==> src/rtl/adc_filter_pkg.sv <==
// Shared definitions for the ADC moving-average filter: sample width, FSM states
// and the default window depth.
package adc_filter_pkg;
  localparam int ADC_W          = 12;
  localparam int LOG2_DEPTH_DEF = 3;

  typedef enum logic {
    FILL = 1'b0,
    RUN  = 1'b1
  } state_e;
endpackage

==> src/rtl/adc_sample_ring.sv <==
// Ring buffer of the last 2^LOG2_DEPTH samples; the read port always shows the
// entry about to be overwritten, which is the oldest one once the window is full.
module adc_sample_ring
  import adc_filter_pkg::*;
#(
  parameter int LOG2_DEPTH = LOG2_DEPTH_DEF
) (
  input  logic             i_clk,
  input  logic             i_rst,
  input  logic             i_clr,
  input  logic             i_we,
  input  logic [ADC_W-1:0] i_wdata,
  output logic [ADC_W-1:0] o_oldest
);
  localparam int DEPTH = 1 << LOG2_DEPTH;

  logic [ADC_W-1:0]      r_mem [DEPTH];
  logic [LOG2_DEPTH-1:0] r_wr_ptr;

  always_ff @(posedge i_clk or posedge i_rst) begin
    if (i_rst) begin
      r_wr_ptr <= '0;
    end else if (i_clr) begin
      r_wr_ptr <= '0;
    end else if (i_we) begin
      r_wr_ptr <= r_wr_ptr + LOG2_DEPTH'(1);
    end
  end

  // Storage needs no reset: entries are only read back after being rewritten.
  always_ff @(posedge i_clk) begin
    if (i_we) begin
      r_mem[r_wr_ptr] <= i_wdata;
    end
  end

  assign o_oldest = r_mem[r_wr_ptr];
endmodule

==> src/rtl/adc_avg_filter.sv <==
// Moving-average ADC filter with FILL/RUN FSM and running sum.
// Optional peak-hold of the average is enabled by defining ADC_PEAK_HOLD_EN.
module adc_avg_filter
  import adc_filter_pkg::*;
#(
  parameter int LOG2_DEPTH = LOG2_DEPTH_DEF
) (
  input  logic             i_clk,
  input  logic             i_rst,
  input  logic [ADC_W-1:0] i_adc_data,
  input  logic             i_adc_valid,
  input  logic             i_clr,
  output logic [ADC_W-1:0] o_v_avg,
  output logic             o_avg_valid,
  output logic [ADC_W-1:0] o_v_peak,
  output logic             o_filled
);
  localparam int SUM_W = ADC_W + LOG2_DEPTH;
  localparam logic [LOG2_DEPTH-1:0] FILL_LAST = LOG2_DEPTH'((1 << LOG2_DEPTH) - 1);

  state_e                r_state;
  state_e                w_state_next;
  logic [SUM_W-1:0]      r_sum;
  logic [SUM_W-1:0]      w_sum_next;
  logic [LOG2_DEPTH-1:0] r_fill_cnt;
  logic [LOG2_DEPTH-1:0] w_fill_next;
  logic [ADC_W-1:0]      r_avg;
  logic [ADC_W-1:0]      w_avg_next;
  logic                  r_avg_valid;
  logic                  w_pulse;
  logic                  w_accept;
  logic [ADC_W-1:0]      w_oldest;

  assign w_accept   = i_adc_valid & ~i_clr;
  assign w_avg_next = w_sum_next[SUM_W-1:LOG2_DEPTH];

  adc_sample_ring #(
    .LOG2_DEPTH(LOG2_DEPTH)
  ) u_ring (
    .i_clk   (i_clk),
    .i_rst   (i_rst),
    .i_clr   (i_clr),
    .i_we    (w_accept),
    .i_wdata (i_adc_data),
    .o_oldest(w_oldest)
  );

  always_comb begin
    w_state_next = r_state;
    w_sum_next   = r_sum;
    w_fill_next  = r_fill_cnt;
    w_pulse      = 1'b0;
    if (i_clr) begin
      w_state_next = FILL;
      w_sum_next   = '0;
      w_fill_next  = '0;
    end else if (i_adc_valid) begin
      case (r_state)
        FILL: begin
          w_sum_next  = r_sum + {{LOG2_DEPTH{1'b0}}, i_adc_data};
          w_fill_next = r_fill_cnt + LOG2_DEPTH'(1);
          if (r_fill_cnt == FILL_LAST) begin
            w_state_next = RUN;
            w_pulse      = 1'b1;
          end else begin
            w_state_next = FILL;
          end
        end
        RUN: begin
          // Intermediate may wrap modulo 2^SUM_W; the final window sum always fits.
          w_sum_next = r_sum + {{LOG2_DEPTH{1'b0}}, i_adc_data}
                             - {{LOG2_DEPTH{1'b0}}, w_oldest};
          w_pulse    = 1'b1;
        end
        default: begin
          w_state_next = FILL;
          w_sum_next   = '0;
          w_fill_next  = '0;
        end
      endcase
    end else begin
      w_state_next = r_state;
    end
  end

  always_ff @(posedge i_clk or posedge i_rst) begin
    if (i_rst) begin
      r_state     <= FILL;
      r_sum       <= '0;
      r_fill_cnt  <= '0;
      r_avg       <= '0;
      r_avg_valid <= 1'b0;
    end else begin
      r_state     <= w_state_next;
      r_sum       <= w_sum_next;
      r_fill_cnt  <= w_fill_next;
      r_avg_valid <= w_pulse;
      if (i_clr) begin
        r_avg <= '0;
      end else if (w_pulse) begin
        r_avg <= w_avg_next;
      end
    end
  end

`ifdef ADC_PEAK_HOLD_EN
  logic [ADC_W-1:0] r_peak;

  always_ff @(posedge i_clk or posedge i_rst) begin
    if (i_rst) begin
      r_peak <= '0;
    end else if (i_clr) begin
      r_peak <= '0;
    end else if (w_pulse && (w_avg_next > r_peak)) begin
      r_peak <= w_avg_next;
    end
  end

  assign o_v_peak = r_peak;
`else
  assign o_v_peak = '0;
`endif

  assign o_v_avg     = r_avg;
  assign o_avg_valid = r_avg_valid;
  assign o_filled    = (r_state == RUN);
endmodule

==> config.mk <==
export PLATFORM = sky130hd
export DESIGN_NAME = adc_avg_filter
export DESIGN_NICKNAME = d
export VERILOG_FILES = /design/src/rtl/adc_filter_pkg.sv /design/src/rtl/adc_sample_ring.sv /design/src/rtl/adc_avg_filter.sv
export SDC_FILE = /design/constraint.sdc
export NUM_CORES = 1
export LEC_CHECK = 0
export ABC_AREA = 1
export CORE_UTILIZATION = 40
export DETAILED_ROUTE_END_ITERATION = 6
export SLEW_MARGIN = 20
export SYNTH_ARGS = -nofsm -noshare
export SYNTH_HDL_FRONTEND = slang
export SYNTH_HIERARCHICAL = 1
export SYNTH_SLANG_ARGS = --single-unit
==> constraint.sdc <==
create_clock -name i_clk -period 7.65 [get_ports i_clk]
set_clock_uncertainty 0.15 [all_clocks]
set_input_delay 1.53 -clock i_clk [delete_from_list [all_inputs] [get_ports i_clk]]
set_output_delay 1.53 -clock i_clk [all_outputs]
set_load 0.02 [all_outputs]
---- After elaboration in Yosys (flattened, before gate mapping) ----
Memories as Yosys holds them, arrays and structs flattened.
Index checks and enable logic that the tools add are counted.
W data, S select, Z words.
word-level totals
  memories ................................ 1
  flip-flop bits (word level) ............. 35
  input bits .............................. 16
  output and inout bits ................... 26
  bits in writable memories ............... 96
  logic and storage cells ................. 40
operators by class
  mux-type cells .......................... 19
  bitwise gates (word level) .............. 3
  $add $sub $neg .......................... 4
  reduce and logical (&&, ||, !) cells .... 4
  equality and inequality tests ........... 2
memories
  name          depth  bits a word  read ports  clocked after memory_dff  wr ports  RTL line               RTL
  u_ring.r_mem  8      12           1           0                         1         adc_sample_ring.sv:17  logic [ADC_W-1:0] r_mem [DEPTH];
operators with widths
  operator               count
  $mux W15               2
  $pmux W15 S2           1
  $mux W12               2
  $add A15 B12 Y15       1
  $mux W3                5
  $sub A15 B12 Y15       1
  $mux W1                8
  $add A3 B1 Y3 const B  2
  $reduce_bool A2 Y1     3
  $eq A3 B3 Y1 const B   1
  $ne A2 B2 Y1 const B   1
  $not A1 Y1             2
  $pmux W1 S2            1
  $reduce_and A2 Y1      1
  $and A1 B1 Y1          1

---- Logic depth before layout (Yosys ltp) ----
  depth after elaboration ................. 7
  depth in mapped cells ................... 23
  depth with buffers taken out ............ 21

---- Modules after synthesis ----
The synthesis kept the hierarchy.
by module, submodules not included
  module           times used  area an instance (sq um)  sequential area each (sq um)  cells an instance
  adc_sample_ring  1           4266.6                    2957.8                        419
  adc_avg_filter   1           2788.9                    800.8                         381

---- Worst setup path before layout ----
Ideal clock, no wire load.
  kind .................................... in2reg
  from .................................... input port i_adc_data[0]
  to ...................................... register r_avg[8] (netlist: o_v_avg[8])
  required time ........................... 7.427 ns
  data arrival time ....................... 3.997 ns
  path slack .............................. 3.430 ns
  path buffers ............................ 0
  setup time .............................. 0.073 ns
  stages on the path ...................... 17
  path through ............................ ha_1 fa_1 nand3_1 nand2_2 a21oi_1 o21bai_1 xor2_1 ha_1 nand2_1 a21oi_1 a211oi_1 nand3_1 nand2_1 inv_1 o21ai_0 nand3_2 a21oi_2
between the ends
  cells in the longest elaborated chain, start to end .. 7
RTL lines
  what                  RTL line                                    RTL
  from (decl)           adc_avg_filter.sv:10                        input logic [ADC_W-1:0] i_adc_data,
  $add A15 B12 Y15 *    adc_avg_filter.sv:60, adc_avg_filter.sv:71
  $sub A15 B12 Y15      adc_avg_filter.sv:72                        - {{LOG2_DEPTH{1'b0}}, w_oldest};
  $pmux W15 S2 *        adc_avg_filter.sv:58                        case (r_state)
  $mux W15 *            adc_avg_filter.sv:57                        end else if (i_adc_valid) begin
  $mux W15 *            adc_avg_filter.sv:53                        if (i_clr) begin
  $mux W12 *            adc_avg_filter.sv:100                       end else if (w_pulse) begin
  $mux W12 *            adc_avg_filter.sv:98                        if (i_clr) begin
  to (signal assigned)  adc_avg_filter.sv:101                       r_avg <= w_avg_next;
  to (decl)             adc_avg_filter.sv:27                        logic [ADC_W-1:0] r_avg;
Every way passes the cells marked *; elsewhere a longest branch is shown, timed or not. The select of a mux whose other input is x is not followed.
A chain may end at the register's enable or synchronous reset.

---- Final worst setup path ----
  from .................................... input port i_adc_data[0]
  to ...................................... register r_sum[12]
between the ends
  cells in the longest elaborated chain, start to end .. 5
RTL lines
  what                  RTL line                                    RTL
  $add A15 B12 Y15 *    adc_avg_filter.sv:60, adc_avg_filter.sv:71
  $sub A15 B12 Y15      adc_avg_filter.sv:72
  $pmux W15 S2 *        adc_avg_filter.sv:58
  $mux W15 *            adc_avg_filter.sv:57
  $mux W15 *            adc_avg_filter.sv:53
  net w_sum_next[12]    adc_avg_filter.sv:24                        logic [SUM_W-1:0] w_sum_next;
  to (signal assigned)  adc_avg_filter.sv:95                        r_sum <= w_sum_next;
  to (decl)             adc_avg_filter.sv:23                        logic [SUM_W-1:0] r_sum;
Mark *: on every way through the listed nets, which the timed path passes. The rest lies on a longest branch. The select of a mux whose other input is x is not followed.

==> impl_metrics.xml <==
<?xml version="1.0" encoding="UTF-8"?>
<metrics>
  <group name="timing">
    <metric name="headroom_to_the_max_slew_limit" unit="">0.3832</metric>
    <metric name="finalSetupViolations" unit="">0</metric>
    <metric name="achievable-frequency" unit="MHz">212.8</metric>
    <metric name="grt_setup_unrepaired" unit="">no</metric>
    <metric name="finalSetupTns" unit="ps">0</metric>
    <metric name="finalHoldViolCount" unit="">0</metric>
    <metric name="worst_slew_pin_slew" unit="ps">923.9</metric>
    <metric name="period_minus_slack" unit="ps">4700</metric>
    <metric name="final.period_utilization" unit="">0.6144</metric>
    <metric name="slew_violations" unit="">0</metric>
  </group>
  <group name="synth">
    <metric name="netlist-cell-type-count" unit="">45</metric>
    <metric name="synth.most_common_cell" unit="">sky130_fd_sc_hd__nand2_1</metric>
    <metric name="synth-edff-count" unit="">96</metric>
    <metric name="postSynth.topFlopCell" unit="">sky130_fd_sc_hd__edfxtp_1</metric>
    <metric name="synth.avg_cell_area" unit="µm²">8.819</metric>
    <metric name="instance_count_of_the_mapped_netlist" unit="">800</metric>
    <metric name="synth_seq_area_share" unit="">0.5327</metric>
    <metric name="synth.ff_latch_count" unit="">131</metric>
    <metric name="mapped_cell_area" unit="µm²">7056</metric>
    <metric name="netlist_top_cells_count" unit="">294 x sky130_fd_sc_hd__nand2_1, 113 x sky130_fd_sc_hd__inv_1, 96 x sky130_fd_sc_hd__edfxtp_1</metric>
    <metric name="async_reset_ff_frac" unit="">0.2672</metric>
    <metric name="netlist_top_cells_area" unit="">sky130_fd_sc_hd__edfxtp_1 41%, sky130_fd_sc_hd__nand2_1 16%, sky130_fd_sc_hd__dfrtp_1 12%</metric>
    <metric name="synth-warning-count" unit="">6</metric>
    <metric name="synth_largest_area_cell" unit="">sky130_fd_sc_hd__edfxtp_1</metric>
    <metric name="synth_top_cell_area_share" unit="">0.4086</metric>
  </group>
  <group name="detailed_routing">
    <metric name="remaining_drc_errors" unit="">0</metric>
    <metric name="drt_first_iter_violations" unit="">310</metric>
    <metric name="num_vias" unit="">5074</metric>
    <metric name="avgRoutedWirePerCell" unit="µm">14.81</metric>
    <metric name="drt-vias-per-instance" unit="">4.733</metric>
    <metric name="route.antenna.remaining_nets" unit="">0</metric>
    <metric name="drt_pre_antenna_iters" unit="">4</metric>
    <metric name="wirelength_routed" unit="mm">15.88</metric>
  </group>
  <group name="die">
    <metric name="die_height" unit="µm">134.8</metric>
    <metric name="boundaryPins" unit="">42</metric>
    <metric name="floorplan.die.width" unit="µm">134.8</metric>
    <metric name="initial_utilization" unit="">0.4093</metric>
    <metric name="fp.dieArea" unit="µm²">18170</metric>
    <metric name="core_area" unit="µm²">17240</metric>
    <metric name="standard_cell_rows" unit="">48</metric>
  </group>
  <group name="setup_path">
    <metric name="max_stage_delay" unit="ps">540</metric>
    <metric name="path_buf_inv" unit="">1</metric>
    <metric name="critical_path.max_fanout" unit="">9</metric>
    <metric name="worst_ep_required_time" unit="ps">7770</metric>
    <metric name="worstSetupStartpointType" unit="">input port</metric>
    <metric name="worst-setup-path-type" unit="">in -&gt; reg</metric>
    <metric name="worstPathCellList" unit="">clkdlybuf4s50_1, ha_1, fa_1, nand3_1, nand2_2, a21oi_1, o21bai_1, xor2_1, ha_1, nand2_1, nor2_1, nand3_1, nand3_1, nor2_1, o21ai_0, o21ai_0</metric>
    <metric name="crit_path_top_delay_cell" unit="">sky130_fd_sc_hd__clkdlybuf4s50_1</metric>
    <metric name="worst_ep_arrival_time" unit="ps">4820</metric>
    <metric name="worst_path_dominant_cell_family" unit="">adder cells</metric>
    <metric name="worst_setup_path_end_kind" unit="">flip-flop</metric>
    <metric name="critical_path.most_common_cell" unit="">sky130_fd_sc_hd__nand3_1</metric>
  </group>
  <group name="clocking">
    <metric name="insertion_delay_of_the_later_clocked_pin_in_the_worst_skew_pair" unit="ps">420</metric>
    <metric name="cts-htree-levels" unit="">4</metric>
    <metric name="post-cts-setup-buffer-count" unit="">0</metric>
    <metric name="cts-resized-gates" unit="">0</metric>
    <metric name="clk_transition_reported_paths" unit="ps">60</metric>
    <metric name="cts_root_buf" unit="">sky130_fd_sc_hd__clkbuf_16</metric>
    <metric name="clock_sinks" unit="">131</metric>
    <metric name="clockBufferDepth" unit="">2</metric>
    <metric name="numCtsBuffers" unit="">17</metric>
    <metric name="cts_hold_buffers" unit="">0</metric>
    <metric name="cts_tree" unit="">built</metric>
  </group>
  <group name="grt">
    <metric name="grt_first_pass_wirelength" unit="mm">25.44</metric>
    <metric name="grt_antenna_before_repair" unit="">0</metric>
    <metric name="number_of_global_route_vias_before_repair" unit="">4841</metric>
    <metric name="grt_max_degree" unit="">52</metric>
    <metric name="grt.total_usage" unit="">0.1912</metric>
    <metric name="gr-total-overflow" unit="">0</metric>
  </group>
  <group name="final_layout">
    <metric name="layout.filler_cells" unit="">1611</metric>
    <metric name="diode_insertion_count_for_antenna_repair" unit="">0</metric>
    <metric name="area_growth" unit="%">14.91</metric>
    <metric name="stdcell_count" unit="">1072</metric>
    <metric name="share_of_layout_cells_above_drive_strength_1" unit="">0.09681</metric>
    <metric name="final_nets" unit="">879</metric>
  </group>
  <group name="place">
    <metric name="detailed_place_hpwl" unit="mm">10.70</metric>
    <metric name="gpl.final_weighted_congestion" unit="">0.8962</metric>
    <metric name="placed_cells_incl_taps" unit="">1040</metric>
    <metric name="port_buffers" unit="">29</metric>
  </group>
  <group name="outcome">
    <metric name="run_status" unit="">finished, final reports clean</metric>
  </group>
  <group name="job">
    <metric name="drv.max_cap_violation_count" unit="">0</metric>
  </group>
  <group name="power_and_ir_drop">
    <metric name="leakage" unit="µW">0.003773</metric>
    <metric name="powerDensity" unit="nW/µm²">257.5</metric>
    <metric name="vdd_drop_max" unit="mV">0.1651</metric>
  </group>
  <group name="hold_path">
    <metric name="hold_class" unit="">reg -&gt; reg</metric>
  </group>
</metrics>
[logic make-up (layout without fill, tap and decap cells)]
logic type	after synthesis	in the layout	share of synthesized area
AND/OR/NAND/NOR	400	400	0.2391
buffers and inverters	154	190	0.09612
flip-flops	131	131	0.5327
AO/OA/AOI/OAI	75	75	0.06561
adder cells (fa/ha/maj)	29	29	0.05356
XOR/XNOR	10	10	0.01241
other	1	12	0.0005315
[layout by cell type, fill, tap and decap left out, types with 7 or more instances in the layout]
cell	instances
sky130_fd_sc_hd__a21oi_1	29
sky130_fd_sc_hd__conb_1	12
sky130_fd_sc_hd__edfxtp_1	96
sky130_fd_sc_hd__clkdlybuf4s50_1	29
sky130_fd_sc_hd__inv_1	113
sky130_fd_sc_hd__nor2_1	32
sky130_fd_sc_hd__o21ai_1	7
sky130_fd_sc_hd__nand2_2	9
sky130_fd_sc_hd__nand2_1	294
sky130_fd_sc_hd__dfrtp_1	35
sky130_fd_sc_hd__buf_4	9
sky130_fd_sc_hd__clkbuf_16	17
sky130_fd_sc_hd__ha_1	27
sky130_fd_sc_hd__nand3_1	35
sky130_fd_sc_hd__o21ai_0	16
[tightest hold or removal path: cells and delay by family, from the launching register on]
family	cells	cell delay (ps)
and+or+nand+nor	2	100
DFF	1	340
[path summary, 6_finish.rpt]
kind | startpoint | endpoint | slack, ps | cells past startpoint
max in group asynchronous | i_rst | r_sum[10]$_DFF_PP0_ | 5430 | 3
max | i_adc_data[0] | r_sum[12]$_DFF_PP0_ | 2950 | 16
max reg2reg | u_ring/r_wr_ptr[1]$_DFFE_PP0P_ | o_v_avg[4]$_DFFE_PP0P_ | 3600 | 18
min reg2reg | o_v_avg[11]$_DFFE_PP0P_ | o_v_avg[11]$_DFFE_PP0P_ | 330 | 2
min in group asynchronous | i_rst | u_ring/r_wr_ptr[2]$_DFFE_PP0P_ | 1180 | 2
min | o_v_avg[11]$_DFFE_PP0P_ | o_v_avg[11]$_DFFE_PP0P_ | 330 | 2
[sequential cells by signal (all words and copies together), names as in the netlist]
register,count
o_filled,1
u_ring/r_wr_ptr,3
r_fill_cnt,3
o_v_avg,12
o_avg_valid,1
u_ring/r_mem,96
r_sum,15
[through the flow]
step	hold slack, ps	power [µW]	utilization	setup slack [ps]	area [µm²]
CTS	332.1	2102	0.4704	2950	8108
floorplan	303.1	1189	-	3430	7097
finish	325.8	2088	0.4704	2950	8108
detailed placement	316.0	1303	0.4366	2523	7526
global placement	317.4	1301	0.4366	2617	7526
global route	350.1	2203	0.4704	2605	8108
[layer usage]
metal  vias up  track usage  wire [µm]
met4         0      0.07116        267
met5         -            0          0
met3        15      0.03979        647
li1       2614            -          -
met2       102       0.3153       7590
met1      2343       0.2477       7374
[cell type report]
class,count,area [µm²],area share
Multi-Input combinational cell,526,2678,0.3302
Inverter,120,450.4,0.05556
Clock inverter,14,152.6,0.01883
Clock buffer,18,429.2,0.05293
Tap cell,225,281.5,0.03472
Sequential cell,131,3759,0.4636
Timing Repair Buffer,38,357.8,0.04414
[power breakdown]
part,internal (µW),switching (µW)
clock,483,312
sequential,791,17.4
combinational,171,313
Power figures use the tool's default switching activity.
